===== src/rtl/floo_err_pkg.sv =====
// Shared types for the error endpoint: channel encodings, response code,
// and the pending-transaction entry layouts kept in the internal FIFOs.
package floo_err_pkg;

  localparam int unsigned IdWidth    = 6;
  localparam int unsigned AxiIdWidth = 4;
  localparam int unsigned DataWidth  = 64;
  localparam int unsigned LenWidth   = 8;
  localparam int unsigned CntWidth   = 16;

  localparam logic [DataWidth-1:0] DefaultDataPattern = 64'hDEAD_BEEF_DEAD_BEEF;
  localparam logic [1:0]           RespSlvErr         = 2'b10;

  typedef enum logic [1:0] {
    ChAw   = 2'd0,
    ChW    = 2'd1,
    ChAr   = 2'd2,
    ChRsvd = 2'd3
  } req_ch_e;

  typedef enum logic {
    ChB = 1'b0,
    ChR = 1'b1
  } rsp_ch_e;

  typedef enum logic {
    RIdle  = 1'b0,
    RBurst = 1'b1
  } r_state_e;

  typedef struct packed {
    logic [IdWidth-1:0]    src;
    logic [AxiIdWidth-1:0] id;
  } aw_entry_t;

  typedef struct packed {
    logic [IdWidth-1:0]    src;
    logic [AxiIdWidth-1:0] id;
    logic [LenWidth-1:0]   len;
  } ar_entry_t;

  typedef struct packed {
    logic [IdWidth-1:0]    src;
    logic [AxiIdWidth-1:0] id;
  } b_entry_t;

endpackage


===== src/rtl/floo_err_sync_fifo.sv =====
// Small synchronous FIFO with full/empty flags and a register-file head.
// Ports: push_i/data_i write side, pop_i/data_o read side, full_o/empty_o
// status. Push while full and pop while empty are ignored.
module floo_err_sync_fifo #(
  parameter int unsigned Depth = 4,
  parameter type         T     = logic
) (
  input  logic clk_i,
  input  logic rst_i,
  input  logic push_i,
  input  T     data_i,
  input  logic pop_i,
  output logic full_o,
  output logic empty_o,
  output T     data_o
);

  localparam int unsigned PtrW = (Depth > 1) ? $clog2(Depth) : 1;
  localparam int unsigned CntW = $clog2(Depth + 1);

  T               mem_q [Depth];
  logic [PtrW-1:0] wptr_q, wptr_d;
  logic [PtrW-1:0] rptr_q, rptr_d;
  logic [CntW-1:0] cnt_q, cnt_d;
  logic            push_en, pop_en;

  function automatic logic [PtrW-1:0] ptr_inc(input logic [PtrW-1:0] p);
    return (p == PtrW'(Depth - 1)) ? '0 : p + PtrW'(1);
  endfunction

  assign full_o  = (cnt_q == CntW'(Depth));
  assign empty_o = (cnt_q == '0);
  assign data_o  = mem_q[rptr_q];
  assign push_en = push_i & ~full_o;
  assign pop_en  = pop_i & ~empty_o;

  // Pointer and occupancy update
  always_comb begin
    wptr_d = wptr_q;
    rptr_d = rptr_q;
    cnt_d  = cnt_q + CntW'(push_en) - CntW'(pop_en);
    if (push_en) wptr_d = ptr_inc(wptr_q);
    if (pop_en)  rptr_d = ptr_inc(rptr_q);
  end

  always_ff @(posedge clk_i) begin
    if (rst_i) begin
      wptr_q <= '0;
      rptr_q <= '0;
      cnt_q  <= '0;
    end else begin
      wptr_q <= wptr_d;
      rptr_q <= rptr_d;
      cnt_q  <= cnt_d;
    end
  end

  // Storage needs no reset; occupancy gates every read
  always_ff @(posedge clk_i) begin
    if (push_en) mem_q[wptr_q] <= data_i;
  end

endmodule


===== src/rtl/floo_err_endpoint.sv =====
// Error-responding endpoint for a router port with no real slave behind it.
// Absorbs AW/W/AR request flits and answers every write with one SLVERR B
// and every read with len+1 SLVERR R beats carrying DataPattern.
// Ports: req_* request flit in (req_ready_o is combinational),
// rsp_* response flit out (registered, AXI-style hold), err_count_o
// saturating count of completed error transactions.
module floo_err_endpoint
  import floo_err_pkg::*;
#(
  parameter int unsigned          AwDepth     = 4,
  parameter int unsigned          ArDepth     = 4,
  parameter int unsigned          BDepth      = 4,
  parameter logic [DataWidth-1:0] DataPattern = DefaultDataPattern
) (
  input  logic                  clk_i,
  input  logic                  rst_i,
  input  logic                  req_valid_i,
  output logic                  req_ready_o,
  input  logic [1:0]            req_ch_i,
  input  logic [IdWidth-1:0]    req_src_id_i,
  input  logic [AxiIdWidth-1:0] req_axi_id_i,
  input  logic [LenWidth-1:0]   req_len_i,
  input  logic                  req_last_i,
  output logic                  rsp_valid_o,
  input  logic                  rsp_ready_i,
  output logic                  rsp_ch_o,
  output logic [IdWidth-1:0]    rsp_dst_id_o,
  output logic [AxiIdWidth-1:0] rsp_axi_id_o,
  output logic [1:0]            rsp_resp_o,
  output logic [DataWidth-1:0]  rsp_data_o,
  output logic                  rsp_last_o,
  output logic [CntWidth-1:0]   err_count_o
);

  req_ch_e   req_ch;
  logic      req_fire, aw_push, aw_pop, ar_push, ar_pop, b_push, b_pop;
  logic      aw_full, aw_empty, ar_full, ar_empty, b_full, b_empty;
  aw_entry_t aw_head;
  ar_entry_t ar_head;
  b_entry_t  b_head;

  r_state_e              r_state_q, r_state_d;
  logic [IdWidth-1:0]    r_src_q, r_src_d;
  logic [AxiIdWidth-1:0] r_id_q, r_id_d;
  logic [LenWidth-1:0]   beat_cnt_q, beat_cnt_d;
  logic                  out_valid_q, out_valid_d;
  rsp_ch_e               out_ch_q, out_ch_d;
  logic [IdWidth-1:0]    out_dst_q, out_dst_d;
  logic [AxiIdWidth-1:0] out_id_q, out_id_d;
  logic                  out_last_q, out_last_d;
  rsp_ch_e               rr_q, rr_d;
  logic [CntWidth-1:0]   err_cnt_q, err_cnt_d;

  assign req_ch = req_ch_e'(req_ch_i);

  // Acceptance depends only on FIFO state and the presented channel
  always_comb begin
    req_ready_o = 1'b1;
    unique case (req_ch)
      ChAw:    req_ready_o = ~aw_full;
      ChW:     req_ready_o = ~aw_empty & (~req_last_i | ~b_full);
      ChAr:    req_ready_o = ~ar_full;
      default: req_ready_o = 1'b1;
    endcase
  end

  assign req_fire = req_valid_i & req_ready_o;
  assign aw_push  = req_fire & (req_ch == ChAw);
  assign ar_push  = req_fire & (req_ch == ChAr);
  // W-last retires the oldest AW into the B queue in the same cycle
  assign b_push   = req_fire & (req_ch == ChW) & req_last_i;
  assign aw_pop   = b_push;

  floo_err_sync_fifo #(.Depth(AwDepth), .T(aw_entry_t)) i_aw_fifo (
    .clk_i, .rst_i,
    .push_i  (aw_push),
    .data_i  ('{src: req_src_id_i, id: req_axi_id_i}),
    .pop_i   (aw_pop),
    .full_o  (aw_full),
    .empty_o (aw_empty),
    .data_o  (aw_head)
  );

  floo_err_sync_fifo #(.Depth(ArDepth), .T(ar_entry_t)) i_ar_fifo (
    .clk_i, .rst_i,
    .push_i  (ar_push),
    .data_i  ('{src: req_src_id_i, id: req_axi_id_i, len: req_len_i}),
    .pop_i   (ar_pop),
    .full_o  (ar_full),
    .empty_o (ar_empty),
    .data_o  (ar_head)
  );

  floo_err_sync_fifo #(.Depth(BDepth), .T(b_entry_t)) i_b_fifo (
    .clk_i, .rst_i,
    .push_i  (b_push),
    .data_i  ('{src: aw_head.src, id: aw_head.id}),
    .pop_i   (b_pop),
    .full_o  (b_full),
    .empty_o (b_empty),
    .data_o  (b_head)
  );

  // R burst sequencer, B/R round-robin and output register
  always_comb begin
    logic                  r_cand, b_cand, grant_b, grant_r, load_en, r_last;
    logic [IdWidth-1:0]    r_src;
    logic [AxiIdWidth-1:0] r_id;
    logic [LenWidth-1:0]   r_cnt;

    r_state_d   = r_state_q;
    r_src_d     = r_src_q;
    r_id_d      = r_id_q;
    beat_cnt_d  = beat_cnt_q;
    out_valid_d = out_valid_q;
    out_ch_d    = out_ch_q;
    out_dst_d   = out_dst_q;
    out_id_d    = out_id_q;
    out_last_d  = out_last_q;
    rr_d        = rr_q;
    err_cnt_d   = err_cnt_q;
    ar_pop      = 1'b0;
    b_pop       = 1'b0;

    // In IDLE the AR head is offered directly so the first beat costs no extra cycle
    r_cand = (r_state_q == RBurst) | ~ar_empty;
    r_src  = (r_state_q == RBurst) ? r_src_q    : ar_head.src;
    r_id   = (r_state_q == RBurst) ? r_id_q     : ar_head.id;
    r_cnt  = (r_state_q == RBurst) ? beat_cnt_q : ar_head.len;
    r_last = (r_cnt == '0);
    b_cand = ~b_empty;

    load_en = ~out_valid_q | rsp_ready_i;
    grant_b = load_en & b_cand & (~r_cand | (rr_q == ChB));
    grant_r = load_en & r_cand & ~grant_b;

    if (load_en) begin
      out_valid_d = grant_b | grant_r;
      if (grant_b) begin
        out_ch_d   = ChB;
        out_dst_d  = b_head.src;
        out_id_d   = b_head.id;
        out_last_d = 1'b1;
        b_pop      = 1'b1;
        rr_d       = ChR;
      end else if (grant_r) begin
        out_ch_d   = ChR;
        out_dst_d  = r_src;
        out_id_d   = r_id;
        out_last_d = r_last;
        rr_d       = ChB;
      end
    end

    // beat_cnt holds the number of beats still owed after the current one
    if (r_state_q == RIdle) begin
      if (~ar_empty) begin
        ar_pop  = 1'b1;
        r_src_d = ar_head.src;
        r_id_d  = ar_head.id;
        if (grant_r) begin
          if (!r_last) begin
            r_state_d  = RBurst;
            beat_cnt_d = ar_head.len - LenWidth'(1);
          end
        end else begin
          r_state_d  = RBurst;
          beat_cnt_d = ar_head.len;
        end
      end
    end else if (grant_r) begin
      if (r_last) r_state_d  = RIdle;
      else        beat_cnt_d = beat_cnt_q - LenWidth'(1);
    end

    if (out_valid_q && rsp_ready_i && (out_ch_q == ChB || out_last_q) && err_cnt_q != '1)
      err_cnt_d = err_cnt_q + CntWidth'(1);
  end

  always_ff @(posedge clk_i) begin
    if (rst_i) begin
      r_state_q   <= RIdle;
      r_src_q     <= '0;
      r_id_q      <= '0;
      beat_cnt_q  <= '0;
      out_valid_q <= 1'b0;
      out_ch_q    <= ChB;
      out_dst_q   <= '0;
      out_id_q    <= '0;
      out_last_q  <= 1'b0;
      rr_q        <= ChB;
      err_cnt_q   <= '0;
    end else begin
      r_state_q   <= r_state_d;
      r_src_q     <= r_src_d;
      r_id_q      <= r_id_d;
      beat_cnt_q  <= beat_cnt_d;
      out_valid_q <= out_valid_d;
      out_ch_q    <= out_ch_d;
      out_dst_q   <= out_dst_d;
      out_id_q    <= out_id_d;
      out_last_q  <= out_last_d;
      rr_q        <= rr_d;
      err_cnt_q   <= err_cnt_d;
    end
  end

  assign rsp_valid_o  = out_valid_q;
  assign rsp_ch_o     = out_ch_q;
  assign rsp_dst_id_o = out_dst_q;
  assign rsp_axi_id_o = out_id_q;
  assign rsp_last_o   = out_last_q;
  assign rsp_resp_o   = out_valid_q ? RespSlvErr : 2'b00;
  assign rsp_data_o   = (out_valid_q && out_ch_q == ChR) ? DataPattern : '0;
  assign err_count_o  = err_cnt_q;

endmodule

===== config.mk =====
export PLATFORM = sky130hd
export DESIGN_NAME = floo_err_endpoint
export DESIGN_NICKNAME = d
export VERILOG_FILES = /design/src/rtl/floo_err_pkg.sv /design/src/rtl/floo_err_sync_fifo.sv /design/src/rtl/floo_err_endpoint.sv
export SDC_FILE = /design/constraint.sdc
export NUM_CORES = 1
export LEC_CHECK = 0
export CAP_MARGIN = 20
export CORE_ASPECT_RATIO = 0.5
export CORE_MARGIN = 8
export CORE_UTILIZATION = 60
export DETAILED_ROUTE_END_ITERATION = 12
export PLACE_DENSITY = 0.85
export SYNTH_ARGS = -nofsm -noshare
export SYNTH_HDL_FRONTEND = slang
export SYNTH_SLANG_ARGS = --single-unit
export TNS_END_PERCENT = 20

===== constraint.sdc =====
create_clock -name clk_i -period 7 [get_ports clk_i]
set_clock_uncertainty 0.2 [all_clocks]
set_input_delay 1.4 -clock clk_i [delete_from_list [all_inputs] [get_ports clk_i]]
set_output_delay 1.4 -clock clk_i [all_outputs]
set_load 0.005 [all_outputs]

# Yosys cells after proc, flatten, opt, wreduce, memory -nomap -nowiden
# Memories as Yosys holds them, arrays and structs flattened. A register that Yosys moved wholly into a read port is not among the register bits.
# Index checks and enable logic that the tools add are counted.
[word_totals]
regBits = 70
ramBits = 152
input_bits = 25
out_inout_bits = 96
wordCells = 150
n_memories = 3
[op_classes]
addsub = 15
n_eq_ne = 16
n_mux = 48
n_bitwise = 34
reduce_logical = 14
[memory_table]
columns = ["memory", "depth", "width", "rd", "rd_clocked_by_memory_dff", "wr", "line", "source"]
rows = [
  ["i_ar_fifo.mem_q", 4, 18, 1, 1, 1, "floo_err_sync_fifo.sv:21", "T mem_q [Depth];"],
  ["i_aw_fifo.mem_q", 4, 10, 1, 1, 1, "floo_err_sync_fifo.sv:21", ""],
  ["i_b_fifo.mem_q", 4, 10, 1, 1, 1, "floo_err_sync_fifo.sv:21", ""],
]
[op_table]
columns = ["operator", "count"]
rows = [
  ["64-bit 2-to-1 mux", 1],
  ["8-bit 2-to-1 mux", 7],
  ["2-bit 2-to-1 mux", 13],
  ["1-bit 2-to-1 mux", 20],
  ["6-bit 2-to-1 mux", 3],
  ["16-bit by 1-bit adder with 16-bit output (second input constant)", 1],
  ["1-bit bitwise AND", 16],
  ["16-bit != test (second input constant)", 1],
  ["8-bit by 1-bit subtractor with 8-bit output (second input constant)", 2],
  ["2-bit == test (second input constant)", 7],
  ["1-bit NOT", 13],
  ["2-bit by 1-bit adder with 2-bit output (second input constant)", 6],
  ["4-bit 2-to-1 mux", 3],
  ["3-bit by 1-bit adder with 3-bit output", 3],
  ["3-bit == test (second input constant)", 3],
  ["3-bit zero test", 3],
  ["3-bit by 1-bit subtractor with 3-bit output", 3],
  ["8-bit zero test", 1],
  ["1-bit OR", 5],
  ["1-bit logical AND", 4],
  ["2-bit by 1-bit != test with 1-bit output (second input constant)", 2],
  ["2-bit != test (second input constant)", 2],
  ["2-bit AND reduction", 2],
  ["4-bit AND reduction", 1],
  ["other kinds (5)", 5],
]

# Longest topological paths before layout
# Gate-level depths: netlist of the first run.
[depth]
ltp_word = 11
depth_mapped = 14

# Hierarchy
# From an unflattened synthesis of the first run, not the netlist that was laid out.
[hier_totals]
hier_cells = 759
hier_area_um2 = 10188.5
[modules_own_cells]
columns = ["mod", "n_inst", "cells_each", "area_per_inst_um2", "seq_area_each_um2"]
rows = [
  ["floo_err_sync_fifo at i_aw_fifo ...", 2, 102, 1923.1, 1381.3],
  ["floo_err_endpoint", 1, 411, 3258.1, 980.9],
  ["floo_err_sync_fifo at i_ar_fifo", 1, 144, 3084.2, 2342.2],
]

# Least setup slack after synthesis of the first run
# OpenSTA, ideal clock, no wires.
[synth_timing]
path_kind = "input port to flip-flop"
start = "in rsp_ready_i"
end = "reg i_b_fifo.cnt_q[2]"
setup_ns = 0.128
arrival_time_ns = 3.379
path_slack_ns = 3.294
cell_stages = 12
path_buffers = 1
cell_sequence = "nand2b_1 nand2_1 a21oi_1 clkbuf_1 ha_1 inv_1 ha_1 inv_1 fa_1 xor2_1 xnor2_1 nor2_1"
[synth_between]
elab_chain_len = 7
[synth_lines]
columns = ["element", "line", "source"]
rows = [
  ["start: declaration", "floo_err_endpoint.sv:25", "input logic rsp_ready_i,"],
  ["1-bit OR *", "floo_err_endpoint.sv:133", "load_en = ~out_valid_q | rsp_ready_i;"],
  ["1-bit bitwise AND (2 in series)", "floo_err_endpoint.sv:134", "grant_b = load_en & b_cand & (~r_cand | (rr_q == ChB));"],
  ["1-bit 2-to-1 mux", "floo_err_endpoint.sv:139", "if (grant_b) begin"],
  ["1-bit 2-to-1 mux *", "floo_err_endpoint.sv:137", "if (load_en) begin"],
  ["1-bit bitwise AND *", "floo_err_sync_fifo.sv:35", "assign pop_en = pop_i & ~empty_o;"],
  ["via i_b_fifo.pop_en", "floo_err_sync_fifo.sv:25", "logic push_en, pop_en;"],
  ["3-bit by 1-bit subtractor with 3-bit output *", "floo_err_sync_fifo.sv:41", "cnt_d = cnt_q + CntW'(push_en) - CntW'(pop_en);"],
  ["end signal: assignment", "floo_err_sync_fifo.sv:54", "cnt_q <= cnt_d;"],
  ["end: declaration", "floo_err_sync_fifo.sv:24", "logic [CntW-1:0] cnt_q, cnt_d;"],
]
# The timed path passes the listed nets; every way through them passes the cells marked *.
# A chain may end at the register's enable or synchronous reset.

# Final worst setup path of the first run
[layout_timing]
start = "in req_last_i"
end = "out req_ready_o"
[layout_between]
elab_chain_len = 4
[layout_lines]
columns = ["element", "line", "source"]
rows = [
  ["start: declaration", "floo_err_endpoint.sv:23", "input logic req_last_i,"],
  ["1-bit NOT", "floo_err_endpoint.sv:61", "ChW: req_ready_o = ~aw_empty & (~req_last_i | ~b_full);"],
  ["1-bit OR", "floo_err_endpoint.sv:61", ""],
  ["1-bit bitwise AND", "floo_err_endpoint.sv:61", ""],
  ["1-bit one-hot mux with 3 select lines", "floo_err_endpoint.sv:59", "unique case (req_ch)"],
  ["end: declaration", "floo_err_endpoint.sv:18", "output logic req_ready_o,"],
]
# Every way passes these cells.

==> flow_results.org, run 1 <==
** Global route
- The via count of the first global-routing pass came to 5710.
- Tot GR Track Use :: 0.187
- The first global-routing pass estimated 31100 um of wire.
- Initial antenna violation count :: 0
- Entering global routing, the biggest net connects 70 pins.
- Sum of overflow across all layers after global routing :: 0

** Clock network
- TritonCTS built the clock tree.
- After clock tree synthesis, the repair step resized 0 gates.
- Clock-pin slew was measured on the worst setup and hold paths at 0.07 ns.
- Clock tree synthesis inserted a total of 21 buffers.
- In this run the number of H-tree levels came out at 1.
- The clock passes through at most 3 buffers.
- # hold bufs at CTS :: 0
- CTS placed an instance of clkbuf_16 at the clock tree root.
- For the worst-skew pair, the clock arrives at the later sink with an insertion delay of 0.51 ns.
- Number of buffers inserted to repair setup after CTS :: 0
- CTS saw 228 sinks.

** Critical path
- Slowest-stage cell, CP :: clkdlybuf4s50_1
- The worst setup path is launched from a primary input.
- Grouping stages by cell kind, the critical path spends the most delay in buffers and inverters.
- Worst setup EP type :: primary output
- Data on the critical path is required at its endpoint by 5.40 ns.
- In this run the worst setup path begins at req_last_i.
- Library cell appearing most often on the critical path :: clkdlybuf4s50_1
- The signal on the critical path passes through clkdlybuf4s50_1 -> a31oi_1 -> nand2b_1 -> o21a_1 -> clkdlybuf4s50_1.
- The critical path is of the primary input to primary output type.
- Startpoint of the worst register-to-register path :: r_state_q
- The largest single stage delay on the critical path is 0.51 ns.
- Total number of cells along the worst setup path :: 5
- Worst R2R Setup Slack :: 3.18 ns
- Buf/Inv on CP :: 2
- Crit path arrival time :: around 2.8 ns
- Of all nets on the critical path, the largest fanout is 3.
- R2R cell count :: 11

** Die
- The floorplan step defined a core boundary enclosing 16200 um^2.
- For this design the top-level I/O count stands at 121.
- Effective utilization at floorplan :: 0.606
- # rows :: 33
- The die is 106 um tall.
- The die is 197 um wide.
- The die covers 20900 um^2.

** Timing
- The tightest hold path in the finished design has a slack of 0.262 ns.
- Setup repair after global routing missed its margin :: false
- Adding up every negative setup slack in the final design gives 0 ns.
- Max-Slew Margin vs Limit :: 0.355
- Final setup violation count :: 0
- At the pin with the least slew margin, the transition time is around 0.96 ns.
- Shortest clock period the worst path allows after layout :: 4.41 ns
- The number of slew-limit violations in the final report is 0.
- The number of hold violations in the final report came to 0.
- Portion of the clock cycle consumed by the worst path in the final layout :: 0.630
- Derived from the worst setup path, the maximum achievable clock frequency is 0.227 GHz.

** Place
- HPWL after detailed placement :: 13000 um
- After detailed placement, the design holds a cell count of 960.
- Port buffering added 103 buffers.
- Last weighted congestion value of the routability-driven placer :: 0.765

** Layout
- Post-layout instance count excluding filler cells :: about 1000
- The library cell used most frequently in the layout, excluding fill and tap cells, is edfxtp_1.
- Post-Route Utilization :: 0.697
- Layout-stage area growth over the synthesis result :: 15.1%
- Diodes inserted :: 0
- Leading cell types in the layout, fill and taps excluded :: 152 x edfxtp_1, 102 x clkdlybuf4s50_1, 76 x dfxtp_1
- The final layout contains 809 nets.
- Of the cells placed in the final design, the portion with a size suffix greater than 1 is 0.109.

** Routing
- Average vias per placed instance :: 5.73
- The routed layout has 5721 vias.
- After detailed routing, the average wire length per cell comes to 20.3 um.
- Initial detailed-routing violation count :: 422
- Antenna violation net count after detailed routing :: 0
- Number of DRC violations after detailed routing :: 0
- The first detailed-routing pass took 5 iterations.
- After detailed routing, the total wire length is between 20000 and 25000 um.

** Logic synthesis
- Netlist cell types :: between 50 and 60
- The cell count after synthesis came out at 701.
- Portion of the post-synthesis area used by sequential elements :: 0.621
- Synthesis warning total :: 0
- Share of flip-flops with an asynchronous set or reset :: 0
- Counting flops with a built-in enable in the synthesized netlist gives 152.
- Ys flop type :: edfxtp_1
- Counting flops and latches in the post-synthesis netlist gives 228.
- Averaged over all synthesized cells, the footprint is around 14 um^2.
- Synth Cell Area :: 9800 um^2

** Hold path
- Counting instances, the worst hold path has a depth of 2.
- The path class of the tightest hold or removal check is register to register.
- The worst hold path begins at r_src_q[1].

** Power
- P_leak :: between 3 and 4 nW
- Power Density :: 358 nW/um^2
- Across the VDD grid, the largest voltage drop is 222 uV.
- The design draws 4.04 mW.

** Run
- Max-capacitance violation count :: 0

** Status
- The run finished with clean final reports.
-- stage by stage --
| step | instance area, um^2 | setup slack [ns] |
|---|---|---|
| finish | 11300 | 2.59 |
| global route | 11300 | 2.45 |
| CTS | 11300 | 2.58 |
| detailed placement | 10600 | 2.15 |
| global placement | 10600 | 2.26 |
| floorplan | 9860 | 3.29 |
-- power by group --
group	switching (mW)	internal (mW)	total, mW
clock	0.490	0.640	1.13
sequential	0.150	1.57	1.72
combinational	0.589	0.600	1.19
-- per-layer routing --
layer | wire (um) | share of wire | GRT usage | up-vias
met5 | 0 | 0 | 0 | -
met4 | 527 | 0.026 | 0.0625 | 0
met3 | 1940 | 0.095 | 0.0511 | 39
met2 | 9970 | 0.49 | 0.320 | 247
met1 | 7890 | 0.39 | 0.229 | 2827
li1 | - | - | - | 2608
-- layout make-up --
class | instances | area, um^2
flip-flops and latches | 228 | 6090
fillers | 1012 | 4900
multi-input cells | 371 | 3080
repair buffers | 110 | 1080
clock buffers | 28 | 562
well taps | 227 | 284
clock inverters | 10 | 101
inverters | 25 | 93.8
-- Yosys cell counts, drive strengths merged, types with 3 or more instances --
master,number,area share
a211oi,3,0.0023
buf,71,0.053
a222oi,10,0.010
xor2,18,0.016
o21ai,11,0.0056
o21a,3,0.0023
o211ai,6,0.0046
edfxtp,152,0.47
nand2b,5,0.0032
inv,25,0.0096
fa,3,0.0061
mux2,10,0.011
nand2,43,0.016
dfxtp,76,0.16
nand4,4,0.0026
a21oi,25,0.013
mux2i,11,0.011
mux4,38,0.090
nor2b,8,0.0051
nor2,57,0.022
and4,5,0.0045
clkbuf,22,0.0084
nor3,8,0.0041
and2,14,0.0089
xnor2,7,0.0063
ha,24,0.031
nand3,8,0.0041
and3,4,0.0026
-- registers in the layout (all words and copies together), names as in the netlist, 3 cells and up, named ones only --
name and count:
i_ar_fifo.mem_q 72, i_aw_fifo.mem_q 40, i_b_fifo.mem_q 40, err_count_o 16
beat_cnt_q 8, r_src_q 6, rsp_dst_id_o 6, r_id_q 4
rsp_axi_id_o 4, i_ar_fifo.cnt_q 3, i_aw_fifo.cnt_q 3, i_b_fifo.cnt_q 3
-- cells by family (layout without fill, tap and decap cells) --
logic type	count (synthesis)	count (layout)	synth area share
mux	59	59	0.112
other cells	1	17	0.000382
buf+inv	118	173	0.0710
flops	228	228	0.621
compound gates	75	75	0.0527
fa+ha+maj	27	27	0.0368
simple gates	168	168	0.0838
xor+xnor	25	25	0.0223
-- path summary, 6_finish.rpt --
kind	endpoint
worst max-delay path	req_ready_o
worst min-delay path	r_src_q[1]
worst max register to register	i_ar_fifo.cnt_q[2]
worst min register to register	r_src_q[1]
-- worst register-to-register path: stages, from the launching register on --
cell      delay [ns]
dfxtp_1         0.51
or4_1           0.59
nand2b_1        0.56
inv_1           0.45
ha_1            0.40
inv_1           0.05
ha_1            0.13
inv_1           0.06
fa_1            0.37
xor2_1          0.17
xnor2_1         0.13
nor2_1          0.05
Note: power is estimated with default switching activity, not from simulation.
==> inputs of run 2 (changes only) <==
--- a/config.mk
+++ b/config.mk
@@ -8,9 +8,9 @@
 export CAP_MARGIN = 20
 export CORE_ASPECT_RATIO = 0.5
 export CORE_MARGIN = 8
-export CORE_UTILIZATION = 60
+export CORE_UTILIZATION = 50
 export DETAILED_ROUTE_END_ITERATION = 12
-export PLACE_DENSITY = 0.85
+export PLACE_DENSITY = 0.76
 export SYNTH_ARGS = -nofsm -noshare
 export SYNTH_HDL_FRONTEND = slang
 export SYNTH_SLANG_ARGS = --single-unit
==> constraint.sdc (replaced) <==
create_clock -name clk_i -period 3.95 [get_ports clk_i]
set_clock_uncertainty 0.2 [all_clocks]
set_input_delay 0.79 -clock clk_i [delete_from_list [all_inputs] [get_ports clk_i]]
set_output_delay 0.79 -clock clk_i [all_outputs]
set_load 0.005 [all_outputs]
==> run 2 against run 1 <==
Effect of this change:
- clock power grew 66%
- count of clock-buffer cells in the layout is the same
- core utilization shrank 11 points
- first-iteration DRC count shrank 18%
- combinational power grew 78%
- critical path depth is the same
- die area grew 18%
- global-route usage shrank 3.2 points
- final cell count grew 4.7%
- register-to-register slack lost 2.3 ns
==> flow_results.org, run 2 (synthesis gave the netlist of run 1 again) <==
** Routing
- Number of DRC violations after detailed routing :: 0
- Antenna violation net count after detailed routing :: 0
- Average vias per placed instance :: about 5.4
- In the final routed layout, each cell accounts on average for 18.6 um.
- Post-detailed-routing wire length :: slightly below 20000 um
- The first routing iteration left 348 violations.
- The first detailed-routing pass ran for 5 iterations.
- Via count :: 5651

** Layout
- The largest registers in the layout are i_ar_fifo.mem_q: 72 flops, i_aw_fifo.mem_q: 40 flops, i_b_fifo.mem_q: 40 flops.
- The register with the most flip-flops in the final layout is i_ar_fifo.mem_q.
- The register with the most flip-flops in the layout has 72 of them.
- The repair_antennas step left the layout with diodes totalling 0.
- Layout-stage area growth over the synthesis result :: 15.9%
- Leading cell types in the layout, fill and taps excluded :: 152 x edfxtp_1, 102 x clkdlybuf4s50_1, 76 x dfxtp_1
- Post-Route Utilization :: 0.588
- At the end of the flow, the number of nets in the layout was 818.
- The library cell used most frequently in the layout, excluding fill and tap cells, is edfxtp_1.
- Proportion of layout cells with a drive suffix above 1 :: 0.114
- Once layout is done, the placed cells without fillers occupy 11400 um^2.
- The layout has 1415 filler cells.

** Timing
- The number of slew-limit violations in the final report was 0.
- The worst pin sits at a relative slew slack of 0.471.
- On the final layout, the worst hold slack is approximately 0.26 ns.
- Final count of hold timing violations :: 0
- Setup repair after global routing missed its margin :: false
- For this run, the top clock speed supported by timing is 0.308 GHz.
- Summed over all failing endpoints, the final setup total negative slack is 0 ns.
- Slew at the pin closest to its max-slew limit :: 0.792 ns
- Final setup violation count :: 0
- After layout, the minimum clock period comes to 3.25 ns.
- Portion of the clock cycle consumed by the worst path in the final layout :: 0.822

** Die
- Core region area :: ~19000 um^2
- Die extent in y :: 115 um
- The floorplan has 36 rows.
- The die covers roughly 25000 um^2.
- The initial utilization of the core area, before any placement, comes to 0.507.
- From left edge to right edge, the die measures 214 um.
- Number of primary I/O pins :: 121

** Place
- At the end of routability-driven placement, the weighted congestion stood at 0.770.
- Input and output buffers added on the ports amount to roughly 100.
- HPWL after detailed placement :: 13400 um
- Placed instance area :: ~11000 um^2

** Global route
- The first global-routing pass estimated 31000 um of wire.
- Across every metal layer, demand over resource in global routing totals 0.155.
- The number of antenna violations at the first check in global routing was 0.
- Largest net degree at the start of global routing :: 49
- Global routing finished with a remaining overflow of 0.
- The via count of the first global-routing pass was 5877.

** Clock network
- Worst-skew pair later-pin latency :: 0.50 ns
- Clock tree synthesis inserted a total of 21 buffers.
- The number of hold buffers added after CTS was 0.
- TritonCTS built the clock tree.
- Number of buffers inserted to repair setup after CTS :: 0
- Clock-pin slew on the worst setup and hold paths :: about 0.06 ns
- The clock passes through at most 3 buffers.
- Maximum level of the CTS H-tree :: 1
- Sinks on Clock Net :: ~230
- Gates resized during post-CTS repair numbered 0.
- Buffer type at the clock tree root :: clkbuf_16

** Critical path
- Worst-path maximum fanout :: 3
- STA puts the critical path data required time at 2.96 ns.
- Kind of launch point of the worst setup path :: primary input
- Worst setup EP type :: primary output
- The critical path is of the primary input to primary output type.
- Crit path arrival time :: 2.26 ns

** Power
- In this run the power density over the cells is 617 nW/um^2.
- Highest ir drop seen on vdd :: 404 uV
- The analysis attributes to cell leakage a power of 3.91 nW.

** Status
- The flow ran to the end, and the final reports show no timing, DRC or antenna violations.

** Run
- Max-cap violations in this run came to 0.

** Hold path
- The tightest min-delay check is of the register to register type.
[run 2: cell types whose count changed in the layout (fill, tap and decap cells not counted)]
cell,previous run,this run
bufinv_16,2,1
clkbuf_1,6,7
clkbuf_8,1,0
clkinv_1,4,6
clkinv_2,2,1
buf_4,7,16
clkinvlp_4,1,0
[run 2: area by class of cell]
class,instances,area (um^2),share of cell area
Sequential cell,228,6090,0.536
Multi-Input combinational cell,371,3080,0.271
Timing Repair Buffer,119,1150,0.101
Clock buffer,28,552,0.0486
Tap cell,266,333,0.0293
Inverter,25,93.8,0.00826
Clock inverter,9,66.3,0.00584
[run 2: report_power, final]
part,total [mW],switching [mW],internal [mW]
registers,3.01,0.232,2.78
clock network,1.88,0.830,1.05
logic,2.12,1.05,1.08
total,7.01,2.11,4.90
[run 2: final timing paths]
path | from | end | slack, ns | cells past startpoint
max reg2reg | i_ar_fifo.cnt_q[1] | i_ar_fifo.cnt_q[2] | 0.89 | 11
max | req_last_i | req_ready_o | 0.70 | 5
min | r_id_q[0] | r_id_q[0] | 0.26 | 2
min reg2reg | r_id_q[0] | r_id_q[0] | 0.26 | 2
[run 2: stage by stage]
| step | std cells | worst slack (ns) | total power, mW |
|---|---|---|---|
| 2_1_floorplan | 717 | 0.830 | 4.51 |
| 3_3_place_gp | 1009 | 0.669 | 5.10 |
| 3_5_place_dp | 1009 | 0.597 | 5.20 |
| 4_1_cts | 1046 | 0.702 | 7.07 |
| 5_1_grt | 1046 | 0.627 | 7.38 |
| 6_report | 1046 | 0.703 | 7.01 |
[run 2: critical path: stages]
cell and delay [ns]:
clkdlybuf4s50_1 0.44, a31oi_1 0.24, nand2b_1 0.14, o21a_1 0.12
clkdlybuf4s50_1 0.52
[run 2: layer usage]
layer,part of all wire,track usage,vias to the layer above
met5,0,0,-
met4,0.026,0.0517,0
met3,0.083,0.0415,41
met2,0.48,0.270,195
met1,0.41,0.188,2799
li1,-,-,2616
